### src/rtl/adder6_sum_accum.sv
// Block accumulator behind the 6-bit adder: sums N_SAMPLES 7-bit results into a
// saturating ACC_W-bit total and hands each block off over a valid/ready output.
module adder6_sum_accum #(
  parameter int unsigned N_SAMPLES = 8,
  parameter int unsigned ACC_W     = 10,
  parameter int unsigned CNT_W     = 4
) (
  input  logic             clk,
  input  logic             rst,
  input  logic [6:0]       sum_in,
  input  logic             in_valid,
  output logic             in_ready,
  input  logic             flush,
  output logic [ACC_W-1:0] out_total,
  output logic [CNT_W-1:0] out_count,
  output logic             out_sat,
  output logic             out_valid,
  input  logic             out_ready
);

  typedef enum logic {ACCUM, HOLD} state_t;

  state_t           state, state_nxt;
  logic [ACC_W-1:0] acc, acc_nxt;
  logic [CNT_W-1:0] cnt, cnt_nxt;
  logic             sat, sat_nxt;
  logic [ACC_W-1:0] out_total_nxt;
  logic [CNT_W-1:0] out_count_nxt;
  logic             out_sat_nxt;
  logic             out_valid_nxt;

  logic             accept;
  logic [ACC_W:0]   sum_wide;
  logic             add_sat;
  logic [ACC_W-1:0] sum_clip;
  logic             close;

  assign in_ready = (state == ACCUM);
  assign accept   = in_valid & in_ready;

  // One extra bit of headroom exposes overflow so the add can clip to all ones.
  assign sum_wide = {1'b0, acc} + (ACC_W + 1)'(sum_in);
  assign add_sat  = sum_wide[ACC_W];
  assign sum_clip = add_sat ? '1 : sum_wide[ACC_W-1:0];

  assign close = (state == ACCUM) &&
                 ((accept && (cnt == CNT_W'(N_SAMPLES - 1))) ||
                  (flush && (accept || (cnt != '0))));

  always_comb begin
    state_nxt     = state;
    acc_nxt       = acc;
    cnt_nxt       = cnt;
    sat_nxt       = sat;
    out_total_nxt = out_total;
    out_count_nxt = out_count;
    out_sat_nxt   = out_sat;
    out_valid_nxt = out_valid;

    unique case (state)
      ACCUM: begin
        if (close) begin
          out_total_nxt = accept ? sum_clip : acc;
          out_count_nxt = cnt + CNT_W'(accept);
          out_sat_nxt   = sat | (accept & add_sat);
          out_valid_nxt = 1'b1;
          acc_nxt       = '0;
          cnt_nxt       = '0;
          sat_nxt       = 1'b0;
          state_nxt     = HOLD;
        end else if (accept) begin
          acc_nxt = sum_clip;
          cnt_nxt = cnt + 1'b1;
          sat_nxt = sat | add_sat;
        end
      end
      HOLD: begin
        if (out_ready) begin
          out_valid_nxt = 1'b0;
          state_nxt     = ACCUM;
        end
      end
      default: state_nxt = ACCUM;
    endcase
  end

  always_ff @(posedge clk) begin
    if (rst) begin
      state     <= ACCUM;
      acc       <= '0;
      cnt       <= '0;
      sat       <= 1'b0;
      out_total <= '0;
      out_count <= '0;
      out_sat   <= 1'b0;
      out_valid <= 1'b0;
    end else begin
      state     <= state_nxt;
      acc       <= acc_nxt;
      cnt       <= cnt_nxt;
      sat       <= sat_nxt;
      out_total <= out_total_nxt;
      out_count <= out_count_nxt;
      out_sat   <= out_sat_nxt;
      out_valid <= out_valid_nxt;
    end
  end

endmodule

### config.mk
export PLATFORM = sky130hd
export DESIGN_NAME = adder6_sum_accum
export DESIGN_NICKNAME = d
export VERILOG_FILES = /design/src/rtl/adder6_sum_accum.sv
export SDC_FILE = /design/constraint.sdc
export NUM_CORES = 1
export LEC_CHECK = 0
export ABC_CLOCK_PERIOD_IN_PS = 5100
export CORE_ASPECT_RATIO = 2
export CORE_MARGIN = 10
export CORE_UTILIZATION = 42
export CTS_BUF_LIST = sky130_fd_sc_hd__clkbuf_16
export CTS_CLUSTER_DIAMETER = 60
export CTS_CLUSTER_SIZE = 24
export DETAILED_ROUTE_END_ITERATION = 8
export DONT_BUFFER_PORTS = 1
export GPL_TIMING_DRIVEN = 1
export REMOVE_ABC_BUFFERS = 1
export SLEW_MARGIN = 5
export SYNTH_ARGS = -nofsm -noshare
export SYNTH_HDL_FRONTEND = slang
export SYNTH_SLANG_ARGS = --single-unit
### constraint.sdc
create_clock -name clk -period 5.1 [get_ports clk]
set_clock_uncertainty 0.15 [all_clocks]
set_input_delay 0.255 -clock clk [delete_from_list [all_inputs] [get_ports clk]]
set_output_delay 0.255 -clock clk [all_outputs]
set_load 0.005 [all_outputs]
==> results.yml, run 1 <==
run_status:
  status: "completed"
synth:
  ys_top_cells_by_area: "dfxtp_1 35%, ha_1 7.5%, nor2_1 5.3%"
  postSynthCellCount: 214
  ys_types: 48
  syn_avg_cell_area_um2: 8.58
  ys_seq_elements: 32
  synth-main-ff-cell: "dfxtp_1"
  synth_area_leader_cell: "dfxtp_1"
  ys_warn_count: 0
  yosysMostFrequentCell: "dfxtp_1"
  syn_area_um2: 1840
  synth_edf_count: 0
  synth_top_area_frac: 0.349
  yosys-top-cells-count: "32 x dfxtp_1, 26 x nor2_1, 23 x nand2_1, 13 x a21oi_1, 11 x ha_1"
  synthArstFlopShare: 0
  synth-seq-area-share: 0.349
floorplan:
  die-area_um2: 7580
  io_pins: 29
  die_w_um: 66.8
  rows: 34
  start_util: 0.427
  core_area_um2: 4300
  die_y_um: 114
clocking:
  root_buffer: "clkbuf_16"
  cts.repair.resized: 0
  cts_tree: "yes"
  htree_levels: 2
  path_clk_slew_ps: 50
  worstSkewPairLatency_ps: 270
  cts_setup_buffers: 0
  cts_made_buffers: 5
  cts_sinks: 32
  cts_buffer_depth: 2
timing:
  finalSetupTns_ps: 0
  setup_viol: 0
  setup_ws_ps: 2380
  fin_hold_ws_ps: 107
  rsz0062_at_grt: "no"
  relSlewSlack: 0.257
  drv_slew: 0
  fmax_mhz: 368
  hold_viol: 0
  min_period_ps: 2720
  worstMarginPinSlew_ps: 1120
  finalCritPeriodShare: 0.533
route:
  drc: 0
  drt_iter0_markers: 39
  dr_total_vias: 1552
  wire_per_inst_um: 17.6
  totalWireLength_um: 4700
  vias_per_cell: 5.81
  dr.pass1.iters: 4
  antenna_left: 0
cells_and_area:
  diodes: 0
  design_area_um2: 2030
  fin_util: 0.473
  finalNonFillerCells: 267
  syn2layout_area_growth_pct: 10.6
  drive_gt1_frac: 0.0751
  final_nets: 236
power:
  ir_drop_v: 0.000266
  p_per_area_nw_per_um2: 366
  p_leak_nw: 0.772
  total_power_mw: 0.744
placement:
  dpl.hpwl_um: 3500
  placed_cells: 257
  dpl_cell_area_um2: 1850
  port-buffer-count: 0
  dp_worst_setup_slack_ps: 2380
  gp_congestion: 0.828
global_routing:
  grt_pass1_wl_um: 7640
  grt.total_usage: 0.129
  grt_pass1_vias: 1503
  gr-total-overflow: 0
  grt_max_degree: 26
  antenna_found_initial: 0
flow_run:
  drv_cap: 0
worst_setup_path:
  cp_max_fo: 8
  critPathRequiredTime_ps: 5120
  endpoint_kind: "register"
  critPathArrivalTime_ps: 2740
  cp-start-kind: "register"
  crit_type: "reg2reg"
min_path:
  min_path_type: "in2reg"
-- cells in the final DEF (no fill, tap or decap), drive strengths merged, types with 5 or more instances in the layout --
master	synthesis	final
dfxtp	32	32
a21oi	15	15
nand2	23	23
clkbuf	6	5
inv	6	6
a211oi	10	10
o21ai	11	11
nor2	27	27
a21o	6	6
ha	11	11
nand3	8	8
xor2	6	6
o211ai	6	6
-- layer usage --
| metal | vias up | global-route usage | wire (um) |
|---|---|---|---|
| met5 | - | 0 | 0 |
| met4 | 0 | 0.0464 | 60 |
| met3 | 5 | 0.0403 | 292 |
| met2 | 28 | 0.235 | 2590 |
| met1 | 738 | 0.128 | 1760 |
| li1 | 781 | - | - |
-- state kept, by name, indices dropped and copies added, names as in the netlist --
signal	count
sat	1
out_sat	1
out_count	4
out_total	10
cnt	4
acc	10
out_valid	1
state	1
-- cells by family after synthesis --
family,share of synthesized area
and+or+nand+nor,0.201
muxes,0.00545
xor gates and xnor gates,0.0429
adders and majority gates,0.0858
buffers and inverters,0.0429
DFF,0.349
AOI/OAI and AO/OA,0.273
-- what timing repair did --
| action | in CTS | in global routing |
|---|---|---|
| setup endpoints to repair | 0 | 0 |
| endpoints found under the hold margin | 21 | 0 |
| hold buffers | 2 | 0 |
-- layout make-up --
class / count / area (um^2)
clock inverters: 3 / 37.5
repair buffers: 2 / 20.0
multi-input cells: 165 / 1120
inverters: 6 / 22.5
flip-flops and latches: 32 / 641
well taps: 54 / 67.6
clock buffers: 5 / 125
fillers: 431 / 2270
-- worst paths after layout --
kind                start            to  slack (ps)  cells after the start
max reg2reg        acc[0]  out_total[5]        2380                      7
min                   rst  out_total[8]         110                      3
min reg2reg  out_count[0]  out_count[0]         330                      2
max                acc[0]  out_total[5]        2380                      7
-- critical path, cell delays in order (launching register included) --
cell and delay (ps):
dfxtp_1 320, ha_1 220, fa_1 450, a211oi_2 320
o211a_1 250, nor2_4 80, or4_1 550, a32o_1 260
-- power breakdown --
group	internal [mW]	total, mW	switching, mW	leakage [nW]
sequential	0.268	0.285	0.0177	0.261
clock	0.227	0.335	0.108	0.0789
combinational	0.0491	0.124	0.0750	0.432
Power figures use the tool's default switching activity.
==> run 2: changes to the inputs <==
- ABC_CLOCK_PERIOD_IN_PS: 5100 -> 2600
- clock period: 5.1 -> 2.6 ns (I/O delays scaled with it)
==> results.yml, run 2 (synthesis results as in run 1) <==
flow_run:
  drv_cap: 0
worst_setup_path:
  crit_type: "reg2reg"
  crit_slowest_cell: "or4_1"
  cp_max_fo: 3
  crit_chain: "ha_1, fa_2, a211oi_2, o211a_1, nor2_4, or4_1, a32o_1"
  cp-start-kind: "register"
  slowest_delay_ps: 530
  critPathArrivalTime_ps: 2470
  critPathRequiredTime_ps: 2620
  endpoint_kind: "register"
power:
  p_leak_nw: 0.822
  ir_drop_v: 0.000364
  p_per_area_nw_per_um2: 700
  total_power_mw: 1.47
cells_and_area:
  finalNonFillerCells: 276
  diodes: 0
  design_area_um2: 2100
  top_regs: "acc x10, out_total x10"
  mostFrequentLayoutCells: "32 x dfxtp_1, 26 x nor2_1, 23 x nand2_1"
  syn2layout_area_growth_pct: 14.6
  fin_util: 0.490
  final_common_cell: "dfxtp_1"
  drive_gt1_frac: 0.117
  final_nets: 245
clocking:
  worstSkewPairLatency_ps: 280
  cts_sinks: 32
  path_clk_slew_ps: 50
  cts_buffer_depth: 2
  cts_tree: "yes"
  root_buffer: "clkbuf_16"
  htree_levels: 2
  cts_setup_buffers: 0
  cts_made_buffers: 5
route:
  vias_per_cell: 5.77
  dr_total_vias: 1592
  antenna_left: 0
  wire_per_inst_um: 17.4
  dr.pass1.iters: 4
  drt_iter0_markers: 47
  drc: 0
  totalWireLength_um: 4800
global_routing:
  grt_pass1_vias: 1575
  gr-total-overflow: 0
  antenna_found_initial: 0
  grt_max_degree: 27
  grt_pass1_wl_um: 7830
  grt.total_usage: 0.133
timing:
  rsz0062_at_grt: "no"
  hold_viol: 0
  setup_viol: 0
  relSlewSlack: 0.291
  fmax_mhz: 407
  worstMarginPinSlew_ps: 1060
  finalSetupTns_ps: 0
  min_period_ps: 2460
  drv_slew: 0
  finalCritPeriodShare: 0.945
floorplan:
  io_pins: 29
  core_area_um2: 4300
  start_util: 0.427
  die_y_um: 114
  die-area_um2: 7580
  rows: 34
  die_w_um: 66.8
min_path:
  min_path_type: "in2reg"
placement:
  gp_congestion: 0.812
  dpl.hpwl_um: 3660
  dpl_cell_area_um2: 1910
  placed_cells: 265
  port-buffer-count: 0
run_status:
  status: "completed"
-- run 2: per-stage QoR --
stage	hold WS [ps]	setup WS, ps
after detailed placement	52.1	29.2
after global placement	52.8	47.9
final	23.4	144
after global routing	35.7	37.2
after floorplan	42.4	55.3
after CTS	19.5	11.7
-- run 2: path summary, 6_finish.rpt --
kind / endpoint / from / depth (start not counted) / slack [ps]
setup / recovery: out_total[5] / acc[0] / 7 / 140
hold / removal: acc[9] / flush / 2 / 20
setup reg to reg: out_total[5] / acc[0] / 7 / 140
hold reg to reg: out_count[1] / out_count[1] / 2 / 320
-- run 2: timing repair --
item,4_1_cts,5_1_grt
resized for setup,0,1
hold buffers,3,0
endpoints found under the setup margin,0,2
hold endpoints to repair,26,0
-- run 2: layer usage --
metal,share of wire,global-route usage,wire length [um]
met1,0.36,0.121,1710
met2,0.56,0.245,2700
met3,0.062,0.0442,299
met4,0.018,0.0647,88
met5,0,0,0
-- run 2: report_power, final --
group          switching, mW  leakage (nW)  internal (mW)  total [mW]
Sequential            0.0288         0.261          0.525       0.554
Combinational          0.158         0.476          0.108       0.266
Clock                  0.208        0.0850          0.446       0.654
Total                  0.394         0.822           1.08        1.47
-- run 2: area by class of cell --
class	instances	area (um^2)
Multi-Input combinational cell	165	1120
Clock inverter	3	38.8
Inverter	6	22.5
Tap cell	54	67.6
Sequential cell	32	641
Clock buffer	5	125
Timing Repair Buffer	11	90.1
Fill cell	422	2190
-- run 2: critical path, delay by kind of cell, from the launching register on --
family	cells	cell delay, ps
compound gates	3	700
fa+ha+maj	2	600
simple gates	2	580
flops	1	310
==> run 3: changes to the inputs <==
- CORE_ASPECT_RATIO: 2 -> unset
==> results.yml, run 3 (synthesis results as in run 1) <==
placement:
  placed_cells: 258
  dpl.hpwl_um: 3460
  dpl_cell_area_um2: 1880
  port-buffer-count: 0
  gp_congestion: 0.854
power:
  ir_drop_v: 0.000386
  p_per_area_nw_per_um2: 659
  clockPowerShare: 0.395
  p_leak_nw: 0.795
  power_switching_mw: 0.391
  p_seq_frac: 0.411
  p_int_mw: 0.974
  swShare: 0.287
  pwr-share-comb: 0.194
route:
  dr.pass1.iters: 4
  drt_iter0_markers: 83
  wire_per_inst_um: 18.0
  vias_per_cell: 6.19
  totalWireLength_um: 4850
  dr_total_vias: 1666
  antenna_left: 0
  drc: 0
worst_setup_path:
  worst-path-stages: 7
  slowest_delay_ps: 550
  critPathRequiredTime_ps: 2620
  endpoint_kind: "register"
  crit_type: "reg2reg"
  rr_worst_depth: 7
  cp_max_fo: 3
  worst-path-buf-inv: 0
  critPathTopFamily: "compound AO/OA/AOI/OAI gates"
  crit_chain: "ha_1, fa_2, a211oi_4, o211a_1, nor2_4, or4_1, a32o_1"
  critPathArrivalTime_ps: 2580
  crit_slowest_cell: "or4_1"
  cp-start-kind: "register"
global_routing:
  grt_pass1_vias: 1585
  grt_max_degree: 26
  antenna_found_initial: 0
  grt.total_usage: 0.129
  gr-total-overflow: 0
  grt_pass1_wl_um: 7710
cells_and_area:
  fill_cells: 400
  finalNonFillerCells: 269
  syn2layout_area_growth_pct: 12.7
  mostFrequentLayoutCells: "32 x dfxtp_1, 26 x nor2_1, 23 x nand2_1"
  final_nets: 243
  top_regs: "acc x10, out_total x10"
  final_common_cell: "dfxtp_1"
  design_area_um2: 2070
  drive_gt1_frac: 0.0959
  diodes: 0
floorplan:
  core_area_um2: 4120
  start_util: 0.446
  die-area_um2: 7420
  die_w_um: 86.1
  rows: 23
  io_pins: 29
  die_y_um: 86.1
clocking:
  path_clk_slew_ps: 50
  worstSkewPairLatency_ps: 280
  cts_sinks: 32
  cts_setup_buffers: 0
  htree_levels: 2
  root_buffer: "clkbuf_16"
  cts_tree: "yes"
  cts_made_buffers: 5
  cts_buffer_depth: 2
timing:
  setup_viol: 0
  worstMarginPinSlew_ps: 913
  finalCritPeriodShare: 0.984
  finalSetupTns_ps: 0
  relSlewSlack: 0.389
  drv_slew: 0
  fmax_mhz: 391
  min_period_ps: 2560
  hold_viol: 0
flow_run:
  drv_cap: 0
min_path:
  min_path_type: "in2reg"
  whs_path_depth: 2
run_status:
  status: "completed"
## run 3: cell count changes in the layout (fill, tap and decap cells not counted), sizes merged
cell         change
bufinv           -1
dlygate4sd3      +1
buf              -3
clkinv           +1
inv              -1
## run 3: repair_timing
item	4_1_cts	5_1_grt
endpoints found under the setup margin	2	13
endpoints found under the hold margin	24	0
hold buffers	4	0
resized for setup	0	3
pin swaps	1	2
## run 3: layer usage
metal | wire length [um] | GRT usage | part of all wire | up-vias
met2 | 2270 | 0.210 | 0.47 | 64
met5 | 0 | 0 | 0 | -
met4 | 121 | 0.0644 | 0.025 | 0
met1 | 2040 | 0.145 | 0.42 | 791
met3 | 418 | 0.0473 | 0.086 | 15
li1 | - | - | - | 796
## run 3: final timing paths
| path | slack, ps | to | start |
|---|---|---|---|
| hold reg to reg | 310 | sat | sat |
| setup / recovery | 40 | out_total[5] | acc[0] |
| hold / removal | 20 | acc[5] | rst |
| setup reg to reg | 40 | out_total[5] | acc[0] |
## run 3: worst register-to-register path, cell delays in order (launching register included)
cell	delay, ps
dfxtp_1	310
ha_1	220
fa_2	380
a211oi_4	280
o211a_1	240
nor2_4	50
or4_1	550
a32o_1	270
## run 3: cell type report
class,count,area (um^2),share of cell area
flip-flops and latches,32,641,0.309
clock inverters,2,7.51,0.00363
inverters,6,22.5,0.0109
multi-input cells,165,1130,0.548
repair buffers,9,77.6,0.0375
clock buffers,5,125,0.0604
well taps,50,62.6,0.0302
## run 3: power by group through the flow
stage	Clock (mW)	Sequential, mW	Combinational, mW
3_5_place_dp	0	0.571	0.244
2_1_floorplan	0	0.559	0.188
3_3_place_gp	0	0.570	0.234
4_1_cts	0.540	0.561	0.257
5_1_grt	0.565	0.565	0.294
6_report	0.540	0.561	0.265
## run 3: through the flow
step	total power [mW]	utilization	setup slack, ps	hold WS (ps)
5_1_grt	1.42	0.503	-20.9	21.4
6_report	1.36	0.503	42.6	19.0
2_1_floorplan	0.747	-	55.3	42.4
3_5_place_dp	0.815	0.457	-4.32	49.4
4_1_cts	1.36	0.499	16.9	17.9
3_3_place_gp	0.804	0.457	61.2	49.3
